### config.mk
export PLATFORM = sky130hd
export DESIGN_NAME = icache_dm_flat
export DESIGN_NICKNAME = d
export VERILOG_FILES = /design/src/rtl/icache_pkg.sv /design/src/rtl/icache_dm_if.sv /design/src/rtl/icache_refill_ctrl.sv /design/src/rtl/icache_dm.sv /design/src/flat_wrapper.sv
export SDC_FILE = /design/constraint.sdc
export NUM_CORES = 2
export LEC_CHECK = 0
export ABC_AREA = 0
export CORE_MARGIN = 2
export CORE_UTILIZATION = 35
export CTS_BUF_LIST = sky130_fd_sc_hd__clkbuf_8
export DETAILED_ROUTE_END_ITERATION = 7
export PLACE_DENSITY = 0.51
export SLEW_MARGIN = 10
export SYNTH_ARGS = -nofsm -noshare
export SYNTH_HDL_FRONTEND = slang
export SYNTH_HIERARCHICAL = 1
export SYNTH_SLANG_ARGS = --single-unit
### constraint.sdc
create_clock -name clk -period 4.84 [get_ports clk]
set_clock_uncertainty 0.05 [all_clocks]
set_input_delay 1.21 -clock clk [delete_from_list [all_inputs] [get_ports clk]]
set_output_delay 1.21 -clock clk [all_outputs]
set_load 0.005 [all_outputs]
### src/rtl/icache_pkg.sv
// icache_pkg: shared FSM state type, default cache geometry and the
// address-slice helpers used by the direct-mapped instruction cache.
package icache_pkg;

  // Default geometry: 4 words per line, 16 sets.
  localparam int OFFSET_W = 2;
  localparam int INDEX_W  = 4;
  localparam int TAG_W    = 32 - INDEX_W - OFFSET_W - 2;

  typedef enum logic [1:0] {
    IDLE   = 2'd0,
    REFILL = 2'd1,
    DONE   = 2'd2
  } state_e;

  // Word offset inside the line: pc[ow+1:2].
  function automatic logic [31:0] pc_offset(input logic [31:0] pc, input int ow);
    return (pc >> 2) & ((32'd1 << ow) - 32'd1);
  endfunction

  // Set index: the iw bits above the word offset.
  function automatic logic [31:0] pc_index(input logic [31:0] pc, input int ow, input int iw);
    return (pc >> (2 + ow)) & ((32'd1 << iw) - 32'd1);
  endfunction

  // Tag: everything above the index.
  function automatic logic [31:0] pc_tag(input logic [31:0] pc, input int ow, input int iw);
    return pc >> (2 + ow + iw);
  endfunction

  // Address of word 0 of the line holding pc.
  function automatic logic [31:0] line_base(input logic [31:0] pc, input int ow);
    return pc & ~((32'd1 << (2 + ow)) - 32'd1);
  endfunction

endpackage

### src/rtl/icache_dm_if.sv
// icache_dm_if: memory read port of the instruction cache.
// The cache drives the request through the master modport; the memory
// answers through the slave modport. A request is held until mem_ack_i.
interface icache_dm_if;
  logic        mem_req_o;
  logic [31:0] mem_addr_o;
  logic        mem_ack_i;
  logic [31:0] mem_rdata_i;

  modport master (
    output mem_req_o,
    output mem_addr_o,
    input  mem_ack_i,
    input  mem_rdata_i
  );

  modport slave (
    input  mem_req_o,
    input  mem_addr_o,
    output mem_ack_i,
    output mem_rdata_i
  );
endinterface

### src/rtl/icache_refill_ctrl.sv
// icache_refill_ctrl: IDLE/REFILL/DONE sequencer of the instruction cache.
// Holds the miss PC, walks the line words 0..LINE_WORDS-1 over the memory
// handshake, reports each returned word for the data array and flags the
// last one so the top level can install tag and valid bit.
module icache_refill_ctrl
  import icache_pkg::*;
#(
  parameter int LINE_WORDS = 4
) (
  input  logic                          clk,
  input  logic                          rst_n,
  input  logic                          start,
  input  logic [31:0]                   start_pc,
  input  logic                          flush,
  icache_dm_if.master                   mem,
  output logic                          in_idle,
  output logic                          in_refill,
  output logic                          in_done,
  output logic [31:0]                   miss_pc,
  output logic                          drop_flag,
  output logic                          wr_en,
  output logic [$clog2(LINE_WORDS)-1:0] wr_word,
  output logic [31:0]                   wr_data,
  output logic                          install
);

  localparam int OW = $clog2(LINE_WORDS);

  localparam logic [1:0] S_IDLE   = IDLE;
  localparam logic [1:0] S_REFILL = REFILL;
  localparam logic [1:0] S_DONE   = DONE;

  logic [1:0]    state;
  logic [OW-1:0] cnt;
  logic          last_word;

  assign in_idle   = (state == S_IDLE);
  assign in_refill = (state == S_REFILL);
  assign in_done   = (state == S_DONE);
  assign last_word = (cnt == OW'(LINE_WORDS - 1));

  // Request and address come straight from flops, so they stay stable
  // while the memory is slow to answer.
  assign mem.mem_req_o  = in_refill;
  assign mem.mem_addr_o = line_base(miss_pc, OW) | (32'(cnt) << 2);

  assign wr_en   = in_refill && mem.mem_ack_i;
  assign wr_word = cnt;
  assign wr_data = mem.mem_rdata_i;
  assign install = wr_en && last_word;

  // Sequence IDLE -> REFILL (one word per ack) -> DONE -> IDLE; a flush
  // seen during the refill only marks the delivery for dropping.
  always_ff @(posedge clk or negedge rst_n) begin
    if (!rst_n) begin
      state     <= S_IDLE;
      cnt       <= '0;
      drop_flag <= 1'b0;
      miss_pc   <= '0;
    end else begin
      case (state)
        S_IDLE: begin
          if (start) begin
            state     <= S_REFILL;
            miss_pc   <= start_pc;
            drop_flag <= 1'b0;
            cnt       <= '0;
          end
        end
        S_REFILL: begin
          if (flush) drop_flag <= 1'b1;
          if (mem.mem_ack_i) begin
            cnt <= cnt + 1'b1;
            if (last_word) state <= S_DONE;
          end
        end
        S_DONE:  state <= S_IDLE;
        default: state <= S_IDLE;
      endcase
    end
  end

endmodule

### src/rtl/icache_dm.sv
// icache_dm: direct-mapped, read-only instruction cache between IF and the
// IF/ID register. Combinational lookup on if_pc_i, registered outputs;
// a miss refills the whole line through icache_refill_ctrl and then
// delivers the missed word.
// Optional feature macro ICACHE_PERF_EN adds hit/miss event counters.
module icache_dm
  import icache_pkg::*;
#(
  parameter int LINE_WORDS = 1 << OFFSET_W,
  parameter int SETS       = 1 << INDEX_W
) (
  input  logic        clk,
  input  logic        rst_n,
  input  logic [31:0] if_pc_i,
  input  logic        if_req_i,
  input  logic        fc_flush_i,
  output logic [31:0] icache_inst_o,
  output logic [31:0] icache_pc_o,
  output logic        icache_valid_o,
  output logic        icache_miss_o,
`ifdef ICACHE_PERF_EN
  output logic [31:0] hit_cnt_o,
  output logic [31:0] miss_cnt_o,
`endif
  icache_dm_if.master mem
);

  localparam int OW = $clog2(LINE_WORDS);
  localparam int IW = $clog2(SETS);
  localparam int TW = 30 - OW - IW;

  logic [SETS-1:0] valid_q;
  logic [TW-1:0]   tag_q  [SETS];
  logic [31:0]     data_q [SETS][LINE_WORDS];

  logic [OW-1:0] lk_off;
  logic [IW-1:0] lk_idx;
  logic [TW-1:0] lk_tag;
  logic          lk_hit;
  logic          acc_hit;
  logic          acc_miss;

  logic          in_idle;
  logic          in_refill;
  logic          in_done;
  logic          drop_flag;
  logic          wr_en;
  logic          install;
  logic [31:0]   miss_pc;
  logic [31:0]   wr_data;
  logic [OW-1:0] wr_word;
  logic [OW-1:0] miss_off;
  logic [IW-1:0] miss_idx;
  logic [TW-1:0] miss_tag;

  assign lk_off = OW'(pc_offset(if_pc_i, OW));
  assign lk_idx = IW'(pc_index(if_pc_i, OW, IW));
  assign lk_tag = TW'(pc_tag(if_pc_i, OW, IW));

  assign miss_off = OW'(pc_offset(miss_pc, OW));
  assign miss_idx = IW'(pc_index(miss_pc, OW, IW));
  assign miss_tag = TW'(pc_tag(miss_pc, OW, IW));

  assign lk_hit   = valid_q[lk_idx] && (tag_q[lk_idx] == lk_tag);
  assign acc_hit  = in_idle && if_req_i && lk_hit;
  assign acc_miss = in_idle && if_req_i && !lk_hit;

  assign icache_miss_o = in_refill;

  icache_refill_ctrl #(
    .LINE_WORDS (LINE_WORDS)
  ) u_refill (
    .clk       (clk),
    .rst_n     (rst_n),
    .start     (acc_miss),
    .start_pc  (if_pc_i),
    .flush     (fc_flush_i),
    .mem       (mem),
    .in_idle   (in_idle),
    .in_refill (in_refill),
    .in_done   (in_done),
    .miss_pc   (miss_pc),
    .drop_flag (drop_flag),
    .wr_en     (wr_en),
    .wr_word   (wr_word),
    .wr_data   (wr_data),
    .install   (install)
  );

  // Valid bits: cleared by reset, set only when the last refill word lands,
  // so a refill cut short by reset leaves its set invalid.
  always_ff @(posedge clk or negedge rst_n) begin
    if (!rst_n) valid_q <= '0;
    else if (install) valid_q[miss_idx] <= 1'b1;
  end

  // Tag and data storage: written by the refill, guarded by valid_q.
  always_ff @(posedge clk) begin
    if (wr_en)   data_q[miss_idx][wr_word] <= wr_data;
    if (install) tag_q[miss_idx] <= miss_tag;
  end

  // Output register: hit word from IDLE, or the missed word from DONE;
  // a flush in the same cycle suppresses the valid.
  always_ff @(posedge clk or negedge rst_n) begin
    if (!rst_n) begin
      icache_inst_o  <= '0;
      icache_pc_o    <= '0;
      icache_valid_o <= 1'b0;
    end else if (in_done) begin
      icache_valid_o <= !drop_flag && !fc_flush_i;
      icache_inst_o  <= data_q[miss_idx][miss_off];
      icache_pc_o    <= miss_pc;
    end else begin
      icache_valid_o <= acc_hit && !fc_flush_i;
      if (acc_hit) begin
        icache_inst_o <= data_q[lk_idx][lk_off];
        icache_pc_o   <= if_pc_i;
      end
    end
  end

`ifdef ICACHE_PERF_EN
  // Event counters: one count per accepted hit or miss, wrapping at 2^32.
  always_ff @(posedge clk or negedge rst_n) begin
    if (!rst_n) begin
      hit_cnt_o  <= '0;
      miss_cnt_o <= '0;
    end else begin
      if (acc_hit)  hit_cnt_o  <= hit_cnt_o + 32'd1;
      if (acc_miss) miss_cnt_o <= miss_cnt_o + 32'd1;
    end
  end
`endif

endmodule

### src/flat_wrapper.sv
// flat-port wrapper written by rule: the top's interface ports become plain ports
module icache_dm_flat import icache_pkg::*;
#(
  parameter int LINE_WORDS = 1 << OFFSET_W,
  parameter int SETS       = 1 << INDEX_W
)
  (clk, rst_n, if_pc_i, if_req_i, fc_flush_i, icache_inst_o, icache_pc_o, icache_valid_o, icache_miss_o, mem_mem_req_o, mem_mem_addr_o, mem_mem_ack_i, mem_mem_rdata_i);
  icache_dm_if mem_i ();
  input  logic clk;
  input  logic rst_n;
  input  logic [31:0] if_pc_i;
  input  logic if_req_i;
  input  logic fc_flush_i;
  output logic [31:0] icache_inst_o;
  output logic [31:0] icache_pc_o;
  output logic icache_valid_o;
  output logic icache_miss_o;
  output wire logic [$bits(mem_i.mem_req_o)-1:0] mem_mem_req_o;
  output wire logic [$bits(mem_i.mem_addr_o)-1:0] mem_mem_addr_o;
  input wire logic [$bits(mem_i.mem_ack_i)-1:0] mem_mem_ack_i;
  input wire logic [$bits(mem_i.mem_rdata_i)-1:0] mem_mem_rdata_i;
  assign mem_mem_req_o = mem_i.mem_req_o;
  assign mem_mem_addr_o = mem_i.mem_addr_o;
  assign mem_i.mem_ack_i = mem_mem_ack_i;
  assign mem_i.mem_rdata_i = mem_mem_rdata_i;
  icache_dm #(.LINE_WORDS(LINE_WORDS), .SETS(SETS)) u_core (.clk(clk), .rst_n(rst_n), .if_pc_i(if_pc_i), .if_req_i(if_req_i), .fc_flush_i(fc_flush_i), .icache_inst_o(icache_inst_o), .icache_pc_o(icache_pc_o), .icache_valid_o(icache_valid_o), .icache_miss_o(icache_miss_o), .mem(mem_i));
endmodule
# Word level (Yosys, flattened, before mapping)
# Memories as Yosys holds them, arrays and structs flattened.
# Cells that the tools add are included.
# classes
n_addsub	1
multipliers	0
div_mod_pow	0
n_lt_le_gt_ge	7
n_eq_ne	8
shift	0
mux	31
bitwise	5
n_reduce_logical	20
# ops
cell	n
two-way mux 32 bit	9
binary-select mux 32 bit (select 2 bit)	2
two-way mux 128 bit	1
demux 32 bit (select 2 bit)	1
OR 32 x 4 -> 32 bit	1
== test 24 bit	1
OR 16 bit	1
logical AND 1 bit	10
< comparator 4 x 5 -> 1 bit, second input constant	2
two-way mux 2 bit	5
>= comparator 3 bit, second input constant	3
inverter 2 -> 3 bit	3
AND reduction 3 bit	3
two-way mux 1 bit	8
one-hot mux 2 bit (2 select lines)	2
binary-select mux 1 bit (select 4 bit)	1
demux 1 bit (select 4 bit)	1
== test 2 bit, second input constant	2
>= comparator 4 x 1 -> 1 bit, second input constant	1
!= test 2 x 1 -> 1 bit, second input constant	2
!= test 2 bit, second input constant	2
nonzero test 2 bit	2
zero test 1 bit	3
< comparator 3 x 1 -> 1 bit, second input constant	1
5 further kinds	5
# totals
ff_bits	118
latch_bits	0
ram_bits	2432
mem_bits_ro	0
in_bits	69
wordCells	82
memories	2
# memory_table
memory	words	width	read_ports	rd_clocked_by_memory_dff	wr	line	source
u_core.data_q	16	128	2	0	1	icache_dm.sv:34	logic [31:0] data_q [SETS][LINE_WORDS];
u_core.tag_q	16	24	1	0	1	icache_dm.sv:33	logic [TW-1:0] tag_q [SETS];

# Longest topological paths before layout
# depth
word_depth	7
mapped_depth	17
depth_no_buf	11

# Hierarchy
# The synthesis kept the hierarchy.
# by_module_without_submodules
module	instances	cells_per_inst	area_each_um2	seq_area_each_um2
icache_dm	1	5137	111967.4	75057.0
icache_refill_ctrl	1	161	2128.3	925.9

# Worst setup path after synthesis
# Ideal clock, no wire load.
# synth_timing
path_kind	input port to flip-flop
from	in if_pc_i[4]
to	reg u_core.icache_inst_o[27]
arrival_time_ps	4121
path_slack_ps	532
cell_stages	14
n_path_buf	9
path_cell_list	buf_6 > buf_8 > buf_6 > buf_6 > buf_4 > buf_4 > buf_2 > buf_4 > buf_2 > mux4_2 > a221oi_1 > o221ai_1 > mux2i_1 > a21oi_1
# synth_between
elab_chain_cells	6
word_cells_on_any_way	13
cone_classes	1 x eq/ne; 7 x mux; 3 x reduce/logical; 2 x memory
# synth_lines
element	line	source
start: declaration	flat_wrapper.sv:11	input logic [31:0] if_pc_i;
memory read (16 x 128 bit)	n/a	
binary-select mux 32 bit (select 2 bit)	icache_dm.sv:117	icache_inst_o <= data_q[lk_idx][lk_off];
two-way mux 32 bit (implied by the code) (2 in series)	icache_dm.sv:117	
two-way mux 32 bit	icache_dm.sv:116	if (acc_hit) begin
two-way mux 32 bit	icache_dm.sv:110	end else if (in_done) begin
end signal: assignment	icache_dm.sv:112	icache_inst_o <= data_q[miss_idx][miss_off];
end signal: assignment	icache_dm.sv:117	
end: declaration	icache_dm.sv:17	output logic [31:0] icache_inst_o,
# Parallel ways exist; a longest one is shown, timed or not. The select of a mux whose other input is x is not followed.
# A chain may end at the register's enable or synchronous reset.

# Worst setup path in the final report
# layout_timing
from	reg u_core.u_refill.miss_pc[5]
to	out mem_mem_addr_o[5]
# layout_between
elab_chain_cells	1
# layout_lines
element	line	source
start: declaration	icache_refill_ctrl.sv:19	output logic [31:0] miss_pc,
start signal: assignment	icache_refill_ctrl.sv:65	miss_pc <= start_pc;
OR 32 x 4 -> 32 bit	icache_refill_ctrl.sv:45	assign mem.mem_addr_o = line_base(miss_pc, OW) | (32'(cnt) << 2);
end: declaration	flat_wrapper.sv:19	output wire logic [$bits(mem_i.mem_addr_o)-1:0] mem_mem_addr_o;
# No other way between the ends.

==> results.tsv <==
stage	metric	value	unit
layout	fillers	28500	
logic_synthesis	ys_warn_count	6	
clocking	htree_levels	5	
floorplan	ios	168	
setup_path	end_kind	output port	
global_route	grt_usage	0.239	
detailed_routing	totalWireLength	399	mm
logic_synthesis	ys_seq_area_frac	0.666	
power	powerDensity	475	mW/mm²
layout	regArea	0.0760	mm²
timing	max_slew_margin	0.197	
placement	routabilityCongestion	0.790	
setup_path	crit_fanout	35	
detailed_routing	drt_first_pass_iters	6	
timing	setup_viol	0	
timing	slew_viol_final	0	
power	leakage	41.5	nW
job	maxCapViolCount	0	
setup_path	slowest_delay	950	ps
setup_path	setup.worst_path.start_class	flop	
floorplan	dieWidth	575	µm
logic_synthesis	async_reset_ff_frac	0.0463	
timing	whs	418	ps
global_route	globalRouteOverflowTotal	0	
logic_synthesis	synthesis.area	0.114	mm²
timing	period_needed	4400	ps
setup_path	required	3580	ps
detailed_routing	ant_nets	0	
setup_path	critPathKind	reg -> out	
layout	final_core_util	0.407	
timing	clock.fmax	0.227	GHz
timing	rsz0062_at_grt	false	
clocking	cts_buffer_depth	4	
clocking	cts_hold_buf	1	
global_route	grt_pass1_vias	65000	
clocking	cts_tree	yes	
logic_synthesis	synthCells	5298	
timing	finalWorstSetupSlack	443	ps
clocking	cts.sinks	2550	
clocking	cts_resized	0	
floorplan	dieArea	0.331	mm²
global_route	grt_max_degree	100	
setup_path	slowest_stage	dfrtp_4	
clocking	numCtsBuffers	439	
layout	drive_above_1_share	0.391	
global_route	grt_pass1_wl	546	mm
logic_synthesis	ys_types	75	
detailed_routing	drt_iter0_markers	7432	
layout	layout.nets	5901	
logic_synthesis	avgSynthCellArea	21.5	µm²
floorplan	core_area	0.324	mm²
floorplan	die_h	575	µm
detailed_routing	wl_per_cell	37.9	µm
logic_synthesis	synth-seq-cells	2550	
clocking	cts-root-buf	clkbuf_8	
placement	dp_hpwl	225	mm
setup_path	arrival	3140	ps
global_route	antenna_found_initial	30	
layout	multiInputGateArea	0.0364	mm²
worst_hold_path	hold_path.class	reg -> reg	
timing	tightest_slew	1200	ps
clocking	cts_setup_buffers	0	
layout	syn_to_final_growth	15.8	%
outcome	status	completed	
setup_path	path_cells	buf_4 -> clkdlybuf4s50_1	
detailed_routing	dr_total_vias	63600	
logic_synthesis	ys.flop_type	edfxtp_1	
placement	place_ws	-439	ps
floorplan	rows	209	
timing	min_period_over_period	0.908	
clocking	clk_pin_slew	60	ps
timing	finalSetupTns	0	ps
timing	hold_viol	0	
detailed_routing	via_per_inst	6.05	
clocking	insertion_delay	1160	ps
detailed_routing	drc	0	
logic_synthesis	synth_edf_count	2432	
power	ir_drop	439	µV
placement	io_buffer_count	165	
floorplan	start_util	0.352	
## kinds of logic (layout without fill, tap and decap cells)
logic type	count (synthesis)	after routing	share of synthesized area
and+or+nand+nor	317	317	0.0129
muxes	1467	1467	0.270
DFF	2550	2550	0.666
adders and majority gates	1	1	0.000110
buffers and inverters	473	1358	0.0206
xor gates and xnor gates	15	15	0.00115
AOI/OAI and AO/OA	474	474	0.0296
other	1	20	0.0000329
## layout by cell type (no fill, tap or decap), types with 6 or more instances in the layout
cell type        count
inv_1              158
nand2b_1             6
edfxtp_1          2432
nand3_1             15
xnor2_1              8
o21ai_0             12
mux2_1               8
clkbuf_8           464
o22ai_1              6
a221oi_1            57
and3_1               8
mux2_4              30
nor2b_1              9
clkdlybuf4s50_1    126
xor2_1               7
o221ai_1            23
nand2_1             40
buf_4              264
clkinvlp_4           6
clkinv_2            56
buf_2               34
a21oi_1            146
nor2_4              83
mux2_2               9
buf_12             127
nor2_1              96
or2_2               18
diode_2             18
a22oi_1            135
mux4_2            1272
dfrtp_1            112
mux2i_1            148
bufinv_16           12
a22o_1              48
clkinv_1            88
a211oi_1             6
dfrtp_4              6
and2_1              12
## worst max-delay path: cells and delay by family, from the launching register on
| family | cells | cell delay, ps |
|---|---|---|
| buffers and inverters | 2 | 1040 |
| DFF | 1 | 950 |
## report_power, final
part / internal, mW / total (mW) / switching (mW)
sequential: 25.6 / 27.4 / 1.77
clock: 9.49 / 18.7 / 9.18
combinational: 8.51 / 16.7 / 8.23
## path summary, 6_finish.rpt
check / startpoint / end / slack [ps] / depth (start not counted)
worst min-delay path: u_core/valid_q[7]$_DFFE_PN0P_ / u_core/valid_q[7]$_DFFE_PN0P_ / 420 / 1
worst min register to register: u_core/valid_q[7]$_DFFE_PN0P_ / u_core/valid_q[7]$_DFFE_PN0P_ / 420 / 1
worst max-delay path: u_core/u_refill/miss_pc[5]$_DFFE_PN0P_ / mem_mem_addr_o[5] / 440 / 2
worst max register to register: u_core/u_refill/miss_pc[4]$_DFFE_PN0P_ / u_core/icache_inst_o[5]$_DFFE_PN0P_ / 810 / 7
min in group asynchronous: rst_n / u_core/icache_pc_o[17]$_DFFE_PN0P_ / 620 / 2
max in group asynchronous: rst_n / u_core/u_refill/miss_pc[13]$_DFFE_PN0P_ / 3140 / 3
## synthesized netlist by cell type (all sizes together), types with 18 or more instances
| cell type | count | area [µm²] |
|---|---|---|
| dfrtp | 118 | 2950 |
| o221ai | 23 | 201 |
| nand2 | 41 | 154 |
| mux2i | 148 | 1480 |
| edfxtp | 2432 | 73000 |
| mux4 | 1272 | 28600 |
| clkbuf | 242 | 908 |
| nor2 | 180 | 692 |
| buf | 222 | 1400 |
| a22o | 48 | 420 |
| a221oi | 60 | 544 |
| a22oi | 135 | 1010 |
| mux2 | 47 | 642 |
| a21oi | 146 | 731 |
| or2 | 18 | 113 |
## sequential cells by signal, indices dropped and copies added, names as in the netlist
register,count
u_core/icache_pc_o,32
u_core/u_refill/wr_word,2
u_core/data_q,2048
u_core/u_refill/miss_pc,32
u_core/u_refill/drop_flag,1
u_core/icache_inst_o,32
u_core/icache_valid_o,1
u_core/u_refill/state,2
u_core/valid_q,16
u_core/tag_q,384
## cell type report
cell class,count,area share
diodes,18,0.000341
repair buffers,555,0.0455
clock inverters,331,0.0138
clock buffers,463,0.0482
multi-input cells,2276,0.276
inverters,9,0.000294
well taps,4325,0.0410
flip-flops and latches,2550,0.575
## routing by layer
| metal | part of all wire | track usage | vias to the layer above |
|---|---|---|---|
| li1 | - | - | 24400 |
| met1 | 0.41 | 0.327 | 35300 |
| met2 | 0.48 | 0.381 | 3209 |
| met3 | 0.080 | 0.0457 | 726 |
| met4 | 0.038 | 0.0835 | 6 |
| met5 | 0.000093 | 0 | - |
## per-stage QoR
stage | cells | area (µm²) | power [mW]
2_1_floorplan | 5299 | 114000 | 37.7
3_3_place_gp | 9714 | 124000 | 44.6
3_5_place_dp | 9714 | 124000 | 44.7
4_1_cts | 10500 | 132000 | 63.4
5_1_grt | 10500 | 132000 | 65.0
6_report | 10500 | 132000 | 62.8
(Power assumes the default switching activity.)
